## src/rtl/ppb_pkg.sv

```systemverilog
// Shared definitions for the Playstation Parallel Bus address arbiter.
package ppb_pkg;

  typedef enum logic [1:0] {
    ST_IDLE    = 2'd0,
    ST_GRANT_A = 2'd1,
    ST_GRANT_B = 2'd2,
    ST_REJECT  = 2'd3
  } ppb_state_t;

  localparam logic [7:0] PPB_ADDR_PAD     = 8'h01;
  localparam logic [7:0] PPB_ADDR_MEMCARD = 8'h81;
  localparam logic [7:0] PPB_IDLE_REPLY   = 8'hFF;

endpackage

```

## src/rtl/ppb_downstream_gate.sv

```systemverilog
// Per-device gate: packet-reset gating plus one-cycle command/strobe forwarding.
module ppb_downstream_gate (
  input  logic       clk,
  input  logic       i_bus_reset,
  input  logic       i_granted,
  input  logic       i_load,
  input  logic [7:0] i_command,
  input  logic       i_command_strobe,
  output logic       o_packet_reset,
  output logic [7:0] o_command,
  output logic       o_command_strobe
);

  logic [7:0] r_command;
  logic       r_command_strobe;

  assign o_packet_reset = i_bus_reset | ~i_granted;

  // Forward on the grant the arbiter is moving into, so the address byte
  // itself reaches the device one cycle after its strobe.
  always_ff @(posedge clk or posedge i_bus_reset) begin
    if (i_bus_reset) begin
      r_command        <= '0;
      r_command_strobe <= 1'b0;
    end else if (i_load) begin
      r_command        <= i_command;
      r_command_strobe <= i_command_strobe;
    end else begin
      r_command        <= '0;
      r_command_strobe <= 1'b0;
    end
  end

  assign o_command        = r_command;
  assign o_command_strobe = r_command_strobe;

endmodule

```

## src/rtl/ppb_address_arbiter.sv

```systemverilog
// Shares one PPB device port between two device personalities by address.
module ppb_address_arbiter
  import ppb_pkg::*;
#(
  parameter logic [7:0] ADDR_A     = PPB_ADDR_PAD,
  parameter logic [7:0] ADDR_B     = PPB_ADDR_MEMCARD,
  parameter logic [7:0] IDLE_REPLY = PPB_IDLE_REPLY
) (
  input  logic       clk,
  input  logic       PPB_packet_reset,
  input  logic [7:0] PPB_command,
  input  logic       PPB_command_strobe,
  output logic       PPB_ack_strobe,
  output logic [7:0] PPB_reply,
  output logic       PPB_reply_en,
  input  logic       enable_a,
  input  logic       enable_b,
  output logic       a_packet_reset,
  output logic       b_packet_reset,
  output logic [7:0] a_command,
  output logic [7:0] b_command,
  output logic       a_command_strobe,
  output logic       b_command_strobe,
  input  logic       a_ack_strobe,
  input  logic       b_ack_strobe,
  input  logic [7:0] a_reply,
  input  logic [7:0] b_reply,
  input  logic       a_reply_en,
  input  logic       b_reply_en,
  output logic [1:0] grant,
  output logic [7:0] byte_count
);

  ppb_state_t r_state;
  ppb_state_t w_state_next;
  logic [7:0] r_byte_count;

  // Decide ownership on the first strobe of the packet; A wins address ties.
  always_comb begin
    w_state_next = r_state;
    if (r_state == ST_IDLE && PPB_command_strobe) begin
      if (PPB_command == ADDR_A && enable_a)
        w_state_next = ST_GRANT_A;
      else if (PPB_command == ADDR_B && enable_b)
        w_state_next = ST_GRANT_B;
      else
        w_state_next = ST_REJECT;
    end
  end

  // State register, held until the packet ends.
  always_ff @(posedge clk or posedge PPB_packet_reset) begin
    if (PPB_packet_reset)
      r_state <= ST_IDLE;
    else
      r_state <= w_state_next;
  end

  // Saturating count of command bytes in the current packet.
  always_ff @(posedge clk or posedge PPB_packet_reset) begin
    if (PPB_packet_reset)
      r_byte_count <= '0;
    else if (PPB_command_strobe && r_byte_count != '1)
      r_byte_count <= r_byte_count + 8'd1;
  end

  assign byte_count = r_byte_count;
  assign grant      = {r_state == ST_GRANT_B, r_state == ST_GRANT_A};

  ppb_downstream_gate u_gate_a (
    .clk              (clk),
    .i_bus_reset      (PPB_packet_reset),
    .i_granted        (r_state == ST_GRANT_A),
    .i_load           (w_state_next == ST_GRANT_A),
    .i_command        (PPB_command),
    .i_command_strobe (PPB_command_strobe),
    .o_packet_reset   (a_packet_reset),
    .o_command        (a_command),
    .o_command_strobe (a_command_strobe)
  );

  ppb_downstream_gate u_gate_b (
    .clk              (clk),
    .i_bus_reset      (PPB_packet_reset),
    .i_granted        (r_state == ST_GRANT_B),
    .i_load           (w_state_next == ST_GRANT_B),
    .i_command        (PPB_command),
    .i_command_strobe (PPB_command_strobe),
    .o_packet_reset   (b_packet_reset),
    .o_command        (b_command),
    .o_command_strobe (b_command_strobe)
  );

  // Zero-latency reply path from the granted device.
  always_comb begin
    PPB_reply    = IDLE_REPLY;
    PPB_reply_en = 1'b0;
    case (r_state)
      ST_GRANT_A: begin
        PPB_reply    = a_reply;
        PPB_reply_en = a_reply_en;
      end
      ST_GRANT_B: begin
        PPB_reply    = b_reply;
        PPB_reply_en = b_reply_en;
      end
      default: ;
    endcase
  end

  // Only the granted device may request ACK; a reset cycle drops any request.
  always_comb begin
    PPB_ack_strobe = 1'b0;
    if (!PPB_packet_reset)
      PPB_ack_strobe = (r_state == ST_GRANT_A && a_ack_strobe) ||
                       (r_state == ST_GRANT_B && b_ack_strobe);
  end

endmodule
```

## config.mk

```make
export PLATFORM = sky130hd
export DESIGN_NAME = ppb_address_arbiter
export DESIGN_NICKNAME = d
export VERILOG_FILES = /design/src/rtl/ppb_pkg.sv /design/src/rtl/ppb_downstream_gate.sv /design/src/rtl/ppb_address_arbiter.sv
export SDC_FILE = /design/constraint.sdc
export NUM_CORES = 1
export LEC_CHECK = 0
export CORE_MARGIN = 2
export CORE_UTILIZATION = 38
export DETAILED_ROUTE_END_ITERATION = 8
export PLACE_DENSITY = 0.78
export SETUP_SLACK_MARGIN = 0.02
export SLEW_MARGIN = 10
export SYNTH_ARGS = -nofsm -noshare
export SYNTH_HDL_FRONTEND = slang
export SYNTH_SLANG_ARGS = --single-unit
```

## constraint.sdc

```tcl
create_clock -name clk -period 1.7 [get_ports clk]
set_input_delay 0.17 -clock clk [delete_from_list [all_inputs] [get_ports clk]]
set_output_delay 0.17 -clock clk [all_outputs]
set_load 0.1 [all_outputs]
```

# Yosys cells after proc, flatten, opt, wreduce, memory -nomap -nowiden

Index checks and enable logic that the tools add are counted.

Register bits after elaboration: 28
Bits of input ports: 33
Output and inout bits: 40
Logic and storage cells: 36

Add/sub/neg operators: 1
Eq/ne operators: 7
Muxes and demuxes: 10
Bitwise logic cells: 4
Reductions and logical operators: 8

Operators with widths:

| kind                  | count |
|---|---|
| $mux W8               | 2 |
| $pmux W8 S2           | 1 |
| $add A8 B1 Y8 const B | 1 |
| $eq A8 B1 Y1 const B  | 1 |
| $eq A8 B8 Y1 const B  | 1 |
| $ne A8 B8 Y1 const B  | 1 |
| $logic_and A1 B1 Y1   | 6 |
| $eq A2 B1 Y1 const B  | 2 |
| $eq A2 B2 Y1 const B  | 2 |
| $mux W1               | 4 |
| $mux W2               | 2 |
| $logic_not A2 Y1      | 1 |
| $not A1 Y1            | 2 |
| $or A1 B1 Y1          | 2 |
| $pmux W1 S2           | 1 |
| $logic_or A1 B1 Y1    | 1 |

# Longest topological paths before layout

Gate-level depths: netlist of run 1.

Depth after elaboration: 7
Gate-level depth with buffers: 5
Mapped depth without buffers: 5

# Cells and area by module

From an unflattened synthesis of run 1, not the netlist that was laid out.

Cell total of the unflattened synthesis: 114
Area, all modules: 1273.7 µm²

Modules (own cells, without submodules):

| module              | times used | cells each | area each (µm²) | sequential area each (µm²) |
|---|---|---|---|---|
| ppb_address_arbiter | 1          | 74         | 690.7           | 250.2 |
| ppb_downstream_gate | 2          | 20         | 291.5           | 225.2 |

# Least setup slack after synthesis of run 1

OpenSTA, ideal clock, no wires.

Kind: in2out
Start point: input PPB_packet_reset
End point: output PPB_ack_strobe
Data arrival time: 3.378 ns
Slack: -1.848 ns
Stages on the path: 3
Cell sequence: inv_1 -> nand2_1 -> o22ai_1

Cells in the longest elaborated chain, start to end: 1

Ends and longest elaborated chain:

| what        | line                       | text |
|---|---|---|
| from (decl) | ppb_address_arbiter.sv:10  | `input logic PPB_packet_reset,` |
| $mux W1     | ppb_address_arbiter.sv:114 | `if (!PPB_packet_reset)` |
| to (decl)   | ppb_address_arbiter.sv:13  | `output logic PPB_ack_strobe,` |

No other way between the ends.

# Worst setup path after layout of run 1

Start point: register r_state[0]
End point: output PPB_reply[2]

Cells in the longest elaborated chain, start to end: 2
Elaborated cells on any way between the ends: 3
Classes of those cells: eq/ne (2); mux (1)

Ends and longest elaborated chain:

| what                                         | line                      | text |
|---|---|---|
| from (decl)                                  | ppb_address_arbiter.sv:34 | `ppb_state_t r_state;` |
| from (signal assigned)                       | ppb_address_arbiter.sv:56 | `r_state <= w_state_next;` |
| $eq A2 B2 Y1 or $eq A2 B1 Y1 (tied branches) | ppb_address_arbiter.sv:98 | `case (r_state)` |
| $pmux W8 S2 (*)                              | ppb_address_arbiter.sv:98 |  |
| to (decl)                                    | ppb_address_arbiter.sv:14 | `output logic [7:0] PPB_reply,` |

Mark *: on every way between the ends. The rest lies on a longest branch, timed or not.

==> impl_metrics.json, run 1 <==
{
  "status": "complete, but fails checks",
  "violations": "setup timing",
  "firstDrtPassIters": 4,
  "diodes": 0,
  "drive_gt1_share_pct": 49.0,
  "fin_crit_sh_pct": 105,
  "yosys.area.top_type": "dfrtp_1",
  "synth.cell_area_um2": 1330,
  "clk_path_buf_depth": 2,
  "vias": 1227,
  "layout_common_cells": "clkdlybuf4s50_1, buf_4, buf_12",
  "die_area_um2": 3980,
  "netlist_instances": 123,
  "synth_top_area_share_pct": 52.8,
  "tightest_slew_ns": 0.522,
  "crit_family": "flip-flops",
  "area_delta_synth_final_pct": 94.3,
  "synth_area_leaders": "dfrtp_1, and2_1, a22oi_1, ha_1, nand2_1",
  "required_ns": 1.53,
  "hold_viol": 0,
  "path_buf_inv": 2,
  "wl_per_cell_um": 14.9,
  "dp_hpwl_um": 3010,
  "multi_input_area_um2": 697,
  "ys_types": 34,
  "final_common_cell": "clkdlybuf4s50_1",
  "die_h_um": 63.1,
  "overflow": 0,
  "coreArea_um2": 3340,
  "htree_levels": 1,
  "synth_seq_cells": 28,
  "use_met1_pct": 24.7,
  "rows": 21,
  "root_buffer": "clkbuf_4",
  "drt-initial-drc-count": 37,
  "grt_busiest_layer": "met2",
  "worstSetupPathType": "reg -> out",
  "grt_usage_pct": 20.1,
  "n_fill_cell": 211,
  "endpoint_kind": "output pin",
  "final.min_clock_period_ns": 1.78,
  "cts.clk_slew.worst_paths_ns": 0.14,
  "worst_clock_skew_ns": 0.00449,
  "io_pins": 73,
  "critPathSlowestCell": "dfrtp_1",
  "grt_antenna_before_repair": 0,
  "fin_tns_setup_ns": -0.525,
  "cts_buffers": 3,
  "setup_viol": 10,
  "placed_area_um2": 2450,
  "grt_pass1_wl_um": 6300,
  "drc": 0,
  "crit_chain": "buf_6 -> ha_4 -> a22oi_1 -> nand2_2 -> buf_12",
  "drv_cap": 0,
  "wirelength_um": 3780,
  "clkLatencyLatePin_ns": 0.32,
  "maxSlewHeadroom_pct": 65.0,
  "layoutNonFillerInstCount": 254,
  "max_stage_delay_ns": 0.43,
  "gp_congestion": 0.770,
  "max_freq_ghz": 0.563,
  "cts_tree": "built",
  "fp.dieW_um": 63.1,
  "yosysSeqAreaShare_pct": 52.8,
  "worstSetupStartpointType": "flop",
  "critPathArrivalTime_ns": 1.61,
  "antenna_left": 0,
  "ctsHoldBuffers": 0,
  "io_buffers": 72,
  "final_area_um2": 2580,
  "maxSlewViolCount": 0,
  "hp-class": "in -> async",
  "grt_setup_unrepaired": "yes",
  "cts_sinks": 28,
  "via_per_inst": 4.83,
  "grt_use_met3_pct": 2.68,
  "grt_max_degree": 29,
  "regArea_um2": 716,
  "holdWs_ns": 0.411,
  "setup_ws_ns": -0.0775,
  "placed_cells": 248,
  "grt_pass1_vias": 1304,
  "grtUsageMet2_pct": 36.3,
  "syn-num-nets": 160,
  "initial_core_util_pct": 39.7,
  "synth_warnings": 0,
  "crit_fanout": 11,
  "nNetsFinal": 246,
  "syn_area_per_cell_um2": 10.8
}
[worst register-to-register path, stage by stage (launching register included)]
cell and delay, ns:
dfrtp_4 0.54, ha_1 0.29, a41oi_1 0.30, mux2_2 0.36
[per-layer routing]
metal	wire, µm	up-vias
li1	-	591
met4	46	0
met2	1990	49
met5	0	-
met1	1550	583
met3	198	4
[cell usage after synthesis]
cell and instances:
a211oi_1 1, a21boi_2 1, a21o_1 2, a21oi_1 4, a22oi_1 9, a41oi_1 1, and2_1 12, and2_2 2
and4_1 1, buf_1 1, buf_4 3, clkbuf_1 2, dfrtp_1 28, ha_1 4, inv_1 7, mux2_2 3
mux2i_1 1, nand2_1 13, nand2b_1 2, nand2b_4 1, nand3_1 1, nand4_1 3, nand4b_1 1, nor2_1 5
nor2b_1 1, nor3_1 3, nor4_2 1, o21a_1 2, o22ai_1 1, o31ai_1 1, or2_2 1, or2b_1 1
or4_4 2, xor2_1 2
[timing repair]
action,4_1_cts,5_1_grt
resized for setup,8,4
pin swaps,1,1
buffers inserted,1,1
endpoints found under the setup margin,20,12
[state kept, by name, summed over array words and instances, names as in the netlist]
signal,cells
r_state,2
byte_count,8
u_gate_a.o_command,8
u_gate_b.o_command,8
u_gate_a.o_command_strobe,1
u_gate_b.o_command_strobe,1
[per-stage QoR]
step                utilization, %  setup slack [ns]
floorplan                        -           -0.0335
global placement              73.5            -0.218
detailed placement            73.5            -0.253
CTS                           76.6           -0.0895
global route                  77.2            -0.170
finish                        77.2           -0.0775
[final timing paths]
| check | start | to | slack (ns) | cells after the start |
|---|---|---|---|---|
| max in group asynchronous | PPB_packet_reset | byte_count[1] | 1.01 | 3 |
| setup / recovery | r_state[0] | PPB_reply[2] | -0.08 | 5 |
| hold reg to reg | byte_count[5] | byte_count[5] | 0.55 | 1 |
| setup reg to reg | byte_count[0] | byte_count[1] | 0.11 | 3 |
| min in group clk | PPB_command[1] | u_gate_b.o_command[1] | 0.46 | 2 |
| hold / removal | PPB_packet_reset | byte_count[5] | 0.41 | 3 |
[layout make-up]
cell class	instances	area share (%)
Inverter	7	1.17
Multi-Input combinational cell	82	27.0
Sequential cell	28	27.8
Timing Repair Buffer	87	39.8
Tap cell	46	2.23
Clock inverter	1	1.17
Clock buffer	3	0.874
[cells by family (layout without fill, tap and decap cells)]
logic type,after synthesis,count (layout),synth area share [%]
compound gates,22,22,12.0
buf+inv,13,98,4.53
flops,28,28,52.8
mux,4,4,3.30
xor+xnor,2,2,1.32
simple gates,50,50,22.3
fa+ha+maj,4,4,3.77
Power of run 1 is not shown: default switching activity piles up to over one toggle a cycle in this logic, so the estimate is an artifact.
==> inputs of run 2 (changes only) <==
--- a/config.mk
+++ b/config.mk
@@ -8,6 +8,7 @@
 export CORE_MARGIN = 2
 export CORE_UTILIZATION = 38
 export DETAILED_ROUTE_END_ITERATION = 8
+export GPL_TIMING_DRIVEN = 0
 export PLACE_DENSITY = 0.78
 export SETUP_SLACK_MARGIN = 0.02
 export SLEW_MARGIN = 10
==> impl_metrics.json, run 2 (same netlist as run 1, synthesis figures left out) <==
{
  "drc": 0,
  "tightest_slew_ns": 0.708,
  "multi_input_area_um2": 729,
  "endpoint_kind": "output pin",
  "layout_common_cells": "clkdlybuf4s50_1, dfrtp_1, clkbuf_2",
  "final_common_cell": "clkdlybuf4s50_1",
  "min_path_cells": 2,
  "fin_crit_sh_pct": 108,
  "overflow": 0,
  "crit_chain": "buf_6 -> ha_4 -> clkbuf_16 -> a22oi_2 -> nand2_2 -> buf_12",
  "maxSlewHeadroom_pct": 52.6,
  "io_pins": 73,
  "hold_end": "u_gate_b.o_command_strobe",
  "grt_setup_unrepaired": "yes",
  "rows": 21,
  "clk_path_buf_depth": 2,
  "grt_pass1_wl_um": 6930,
  "drv_cap": 0,
  "violations": "setup timing",
  "worstReg2RegStart": "byte_count[0]",
  "firstDrtPassIters": 4,
  "wirelength_um": 4320,
  "grt_max_degree": 17,
  "worst_clock_skew_ns": 0.00272,
  "placed_area_um2": 2210,
  "crit_family": "buffers and inverters",
  "diodes": 0,
  "r2r_slack_ns": 0.12,
  "io_buffers": 71,
  "path_buf_inv": 3,
  "die_h_um": 63.1,
  "worstSetupStartpointType": "flop",
  "required_ns": 1.53,
  "gp_congestion": 0.746,
  "grt_antenna_before_repair": 0,
  "worst_r2r_endpoint": "byte_count[1]",
  "max_stage_delay_ns": 0.43,
  "htree_levels": 1,
  "antenna_left": 0,
  "max_freq_ghz": 0.544,
  "vias": 1274,
  "status": "complete, but fails checks",
  "regArea_um2": 717,
  "worstSetupPathType": "reg -> out",
  "wl_per_cell_um": 17.0,
  "holdWs_ns": 0.139,
  "final.min_clock_period_ns": 1.84,
  "setup_viol": 10,
  "setup_ws_ns": -0.139,
  "min-delay-start": "PPB_command_strobe",
  "fp.dieW_um": 63.1,
  "critPathSlowestCell": "dfrtp_1",
  "nNetsFinal": 246,
  "critPathArrivalTime_ns": 1.67,
  "cts_tree": "built",
  "hold_viol": 0,
  "hp-class": "in -> reg",
  "maxSlewViolCount": 0,
  "r2r_cells": 3,
  "cts_sinks": 28,
  "grt_usage_pct": 22.3,
  "grt_pass1_vias": 1403,
  "root_buffer": "clkbuf_4",
  "via_per_inst": 5.02,
  "initial_core_util_pct": 39.7,
  "dp_hpwl_um": 2630,
  "drive_gt1_share_pct": 52.4,
  "drt-initial-drc-count": 43,
  "clkLatencyLatePin_ns": 0.32,
  "area_delta_synth_final_pct": 90.8,
  "n_fill_cell": 223,
  "cts.clk_slew.worst_paths_ns": 0.14,
  "coreArea_um2": 3340,
  "cts_buffers": 3,
  "final_area_um2": 2530,
  "crit_fanout": 5,
  "die_area_um2": 3980
}
## run 2: cell count changes in the layout (fill, tap and decap cells not counted), moves of 2 or more
| cell | before | now |
|---|---|---|
| buf_4 | 31 | 9 |
| clkbuf_2 | 0 | 14 |
| buf_12 | 23 | 11 |
| clkdlybuf4s15_2 | 0 | 12 |
| a22oi_1 | 4 | 0 |
| a22oi_2 | 5 | 9 |
| buf_8 | 0 | 3 |
| buf_6 | 1 | 3 |
| clkbuf_16 | 0 | 2 |
## run 2: worst max path at each step
stage,startpoint,to,slack [ns],cells after the start
after floorplan,r_state[1],PPB_ack_strobe,-0.03,5
after global placement,PPB_packet_reset,a_packet_reset,-1.20,4
after detailed placement,PPB_packet_reset,a_packet_reset,-1.21,4
after CTS,r_state[0],PPB_reply_en,-0.08,6
after global routing,r_state[1],PPB_reply[2],-0.23,6
final,r_state[1],PPB_reply[2],-0.14,6
## run 2: per-stage QoR
| step | setup slack (ns) | util [%] | setup TNS [ns] | cells |
|---|---|---|---|---|
| after floorplan | -0.0335 | - | -0.0335 | 123 |
| after global placement | -1.20 | 66.3 | -11.71 | 240 |
| after detailed placement | -1.21 | 66.3 | -12.70 | 240 |
| after CTS | -0.0778 | 76.0 | -0.665 | 252 |
| after global routing | -0.229 | 75.9 | -1.61 | 254 |
| final | -0.139 | 75.9 | -0.863 | 254 |
## run 2: layer usage
layer  track usage (%)  up-vias  part of all wire [%]
met2              43.4       51                    57
li1                  -      595                     -
met4              5.83        0                  0.44
met5                 0        -                     0
met1              24.7      626                    37
met3              3.93        2                   5.5
## run 2: final cells by class
class / instances / area share (%)
Buffer: 6 / 2.92
Clock buffer: 3 / 0.890
Clock inverter: 1 / 1.19
Inverter: 7 / 1.29
Multi-Input combinational cell: 82 / 28.8
Sequential cell: 28 / 28.3
Tap cell: 46 / 2.27
Timing Repair Buffer: 80 / 34.1
Timing Repair inverter: 1 / 0.198
## run 2: timing repair
action                     4_1_cts  5_1_grt
gates resized for setup        195       29
cloned                           4        0
setup endpoints to repair       49       35
hold buffers                     0        0
pin swaps                        9        9
buffers inserted                 4        2
Power of run 2 is left out for the same reason.
==> RTL change 1 (settings of run 2) <==
Make the reset (`PPB_packet_reset` and `i_bus_reset`) synchronous in 3 clocked blocks.
--- a/src/rtl/ppb_downstream_gate.sv
+++ b/src/rtl/ppb_downstream_gate.sv
@@ -20,3 +20,3 @@
   // itself reaches the device one cycle after its strobe.
-  always_ff @(posedge clk or posedge i_bus_reset) begin
+  always_ff @(posedge clk) begin
     if (i_bus_reset) begin
--- a/src/rtl/ppb_address_arbiter.sv
+++ b/src/rtl/ppb_address_arbiter.sv
@@ -51,3 +51,3 @@
   // State register, held until the packet ends.
-  always_ff @(posedge clk or posedge PPB_packet_reset) begin
+  always_ff @(posedge clk) begin
     if (PPB_packet_reset)
@@ -59,3 +59,3 @@
   // Saturating count of command bytes in the current packet.
-  always_ff @(posedge clk or posedge PPB_packet_reset) begin
+  always_ff @(posedge clk) begin
     if (PPB_packet_reset)
Behaviour: differs if PPB_packet_reset is asserted again (counterexample within 4 cycles, from zero or initial values and one cycle with PPB_packet_reset high); with PPB_packet_reset held inactive, the same outputs for 10 cycles.
==> RTL change 1 against run 2 <==
  * The run still ends with negative setup slack left
  * Synthesized area shrank 5.1%
  * Critical path depth is the same
  * Worst setup slack gained 0.11 ns
  * Sequential cell count is the same
  * Final area shrank 7.4%
  * Routed wire length shrank 6.9%
  * Core utilization shrank 0.33 points
  * Count of clock-buffer cells in the layout grew 1
  * Critical endpoint is now PPB_reply[6]
==> RTL change 1: results (changes against run 2) <==
post-synthesis cell type count 37 (+8.8%); Worst Setup SP r_state[0]; Setup WS post-layout -0.0239 ns (+0.115 ns); path depth of the worst reg2reg path 6 (+3); met2 track demand over resource 41.8% (-1.5 points); nets 251 (+2.0%); Fillers 235 (+5.4%); final setup TNS -0.0552 ns (+0.808 ns); drt first pass iters 6 (+2); Starting DRT DRC Count 68 (+58%); GRT Overall Usage 22.4% (+0.11 points); post-synth net total 173 (+8.1%); violated checks negative setup slack; CP max stage cell dfxtp_4; vias in the first global route 1,352 (-3.6%); Crit Reg-Reg Startpoint r_state[1]; HP Start PPB_packet_reset; fraction of registers with async set/reset 0% (-100 points); reg-to-reg slack, setup 0.04 ns (-0.08 ns); final setup violation count 4 (-6); gpl congestion 0.830 (+11%); share of cells above drive strength 1 47.9% (-4.5 points); status finished with violations; Worst EP arrival 1.55 ns (-0.12 ns); worst reg2reg path endpoint u_gate_b.o_command[0]
RTL change 1: how the worst max path moves through the flow:
stage,slack (ns),cells past startpoint,end
floorplan,-0.07,5,PPB_ack_strobe
global placement,-0.88,5,PPB_reply_en
detailed placement,-0.89,5,PPB_reply_en
CTS,-0.03,6,PPB_reply_en
global route,-0.08,6,PPB_reply[6]
finish,-0.02,6,PPB_reply[6]
RTL change 1: repair_timing:
action,in CTS,in global routing
pin swaps,17,4
buffers inserted,1,0
resized for setup,203,36
endpoints found under the setup margin,54,41
gates cloned,2,0
endpoints found under the hold margin,0,0
RTL change 1: cells by family (layout without fill, tap and decap cells):
kind of cell | Yosys count | after routing | share of synthesized area, %
buffers and inverters | 18 | 95 | 7.26
adders and majority gates | 4 | 4 | 3.98
and+or+nand+nor | 56 | 56 | 26.4
DFF | 28 | 28 | 44.5
AOI/OAI and AO/OA | 28 | 28 | 16.1
muxes | 2 | 2 | 1.69
RTL change 1: routing by layer:
layer	up-vias	routed length, um
met5	-	0
met4	0	74
met3	6	344
met2	83	2140
met1	625	1470
li1	645	-
RTL change 1: stage by stage:
stage	cell area, um2	worst slack, ns	util [%]	instances	hold slack, ns
floorplan	1320	-0.0695	-	136	0.284
global placement	2090	-0.883	67.3	251	0.476
detailed placement	2090	-0.888	67.3	251	0.503
CTS	2360	-0.0333	76.0	257	0.302
global route	2340	-0.0800	75.5	257	0.306
finish	2340	-0.0239	75.5	257	0.300
RTL change 1: area by class of cell:
type | instances | area (um2) | area share, %
Clock buffer | 4 | 36.3 | 1.55
Tap cell | 44 | 55.1 | 2.35
Buffer | 10 | 86.3 | 3.68
Inverter | 7 | 31.3 | 1.33
Multi-Input combinational cell | 90 | 773 | 33.0
Timing Repair Buffer | 74 | 778 | 33.2
Sequential cell | 28 | 583 | 24.9
==> RTL change 2 (settings of run 2) <==
Without the edit above. Put one more register stage on the output `byte_count`, without a reset. The value now appears one clock later. The other outputs are not delayed to match.
--- a/src/rtl/ppb_address_arbiter.sv
+++ b/src/rtl/ppb_address_arbiter.sv
@@ -66,3 +66,5 @@
 
-  assign byte_count = r_byte_count;
+  always_ff @(posedge clk) begin
+    byte_count <= r_byte_count;
+  end
   assign grant      = {r_state == ST_GRANT_B, r_state == ST_GRANT_A};
Check against the original RTL: not equivalent (Yosys sat finds a counterexample within 4 cycles, from zero or initial values and one cycle with PPB_packet_reset high).
==> RTL change 2 against run 2 <==
  * The run still ends with negative setup slack left
  * Routed wire length increased by 0.67%
  * Final area increased by 6.1%
  * Worst setup slack improved by 0.074 ns
  * Sequential cell count increased by 8
  * Clock skew about the same
  * First-iteration DRC count decreased by 53%
  * Register-to-register slack improved by 0.04 ns
  * Synthesized area increased by 11%
  * Die area increased by 11%
  * Maximum frequency increased by 4.2%
  * Synthesized cell count increased by 5.7%
Power is not shown: default switching activity piles up to over one toggle a cycle in this logic, so the estimate is an artifact.
==> RTL change 2: results (changes against run 2) <==
status finished with violations; violated checks negative setup slack; clock-pin slew on the worst setup and hold paths 0.06 ns (-0.08 ns); top cells by area, synth dfrtp_1 (47%), dfxtp_1 (11%), and2_1 (5.9%), a22oi_1 (4.6%), ha_1 (3.4%); worst skew pair latency 0.28 ns (-0.04 ns); pin count of the biggest net entering global routing 16 (-1); clock root cell clkbuf_8; Main synth FF type dfrtp_1; Hold WC Path Type input port to asynchronous set/reset pin; final setup violation count 8 (-2); CP delay by family, top buffers and inverters; critical-path maximum fanout 5 (unchanged); gpl congestion 0.760 (+1.8%); Fin Clk Skew 0.00239 ns (-0.000330 ns); kind of end point of the critical path output pin; Worst Max-Slew Pin Slew 0.980 ns (+0.273 ns); post-synthesis cell type count 35 (+2.9%); post-DP HPWL 2760 um (+5.0%); Seq/Total Area, Yosys 58.4% (+5.5 points); path depth of the worst reg2reg path 5 (+2); Mapped Area 0.00148 mm2 (+11%); WL per Instance 16.4 um (-3.9%); Worst Setup SP r_state[1]; Starting DRT DRC Count 20 (-53%); fraction of registers with async set/reset 77.8% (-22 points); reg-to-reg slack, setup 0.16 ns (+0.04 ns); IO buf count 72 (+1.4%); share of cells above drive strength 1 30.7% (-22 points); Mean Syn Cell Area 11.3 um2 (+5.2%); Synth Warn # 0 (unchanged); final wirelength 4350 um (+0.67%); Vias/cell 4.93 (-1.7%); CP max stage cell dfrtp_1; initial antenna violation count 0 (unchanged); Worst EP arrival 1.60 ns (-0.07 ns); Setup WS post-layout -0.0651 ns (+0.0736 ns); post-synth net total 167 (+4.4%); first-pass GRT wire length 6500 um (-6.2%); Commonest cells post-synth dfrtp_1 (28), and2_1 (14), nand2_1 (12); vias in the first global route 1,330 (-5.2%); GRT Overall Usage 20.5% (-1.8 points); drt first pass iters 4 (unchanged); H-tree Lvls 2 (+1); ant diodes 0 (unchanged); placed cells 250 (+4.2%); crit-path max cell delay 0.40 ns (-0.03 ns); TritonCTS Buffers 5 (+2); worst-case clock buffer depth 2 (unchanged); Crit Reg-Reg Startpoint r_state[0]
RTL change 2: final cells by class:
| class | instances | area [um2] |
|---|---|---|
| buffer | 6 | 61.3 |
| tap | 48 | 60.1 |
| inverter | 6 | 26.3 |
| clock buffer | 8 | 90.1 |
| timing repair buffer | 79 | 872 |
| fill | 250 | 1000 |
| timing repair inverter | 1 | 5.00 |
| multi-input combinational | 82 | 708 |
| sequential | 36 | 862 |
RTL change 2: worst register-to-register path, delay by kind of cell (launching register included):
family	cells	cell delay (ns)
flops	1	0.42
buf+inv	1	0.05
fa+ha+maj	1	0.24
simple gates	3	0.77
RTL change 2: path summary, 6_finish.rpt:
check	to
hold reg to reg	byte_count[1]
setup / recovery	PPB_ack_strobe
hold / removal	u_gate_a.o_command[3]
setup reg to reg	u_gate_a.o_command[6]
max in group asynchronous	r_state[0]
min in group clk	byte_count[1]
RTL change 2: repair_timing:
| action | CTS | global route |
|---|---|---|
| endpoints found under the setup margin | 49 | 24 |
| buffers inserted | 4 | 1 |
| pin swaps | 10 | 2 |
| gates resized for setup | 156 | 19 |
| cloned | 3 | 0 |
RTL change 2: per-layer routing:
metal	part of all wire, %	up-vias	GRT usage (%)
met3	9.3	7	7.50
met5	0	-	0
met2	54	56	37.9
met1	35	631	21.0
met4	1.6	0	7.40
li1	-	618	-
RTL change 2: logic make-up (layout without fill, tap and decap cells):
group	Yosys count	in the layout	share of synthesized area [%]
adder cells (fa/ha/maj)	4	4	3.39
buffers and inverters	12	100	3.56
AND/OR/NAND/NOR	50	50	20.0
XOR/XNOR	4	4	2.38
flip-flops	36	36	58.4
multiplexers	2	2	1.53
AO/OA/AOI/OAI	22	22	10.8
RTL change 2: through the flow:
step	TNS, ns	hold WS (ns)	worst slack (ns)	utilization, %	cell area [um2]
2_1_floorplan	-0.199	0.134	-0.0317	-	1560
3_3_place_gp	-11.89	0.397	-1.21	63.5	2340
3_5_place_dp	-12.99	0.405	-1.23	63.5	2340
4_1_cts	-0.336	0.422	-0.152	71.1	2620
5_1_grt	-0.875	0.454	-0.120	72.8	2690
6_report	-0.253	0.422	-0.0651	72.8	2690
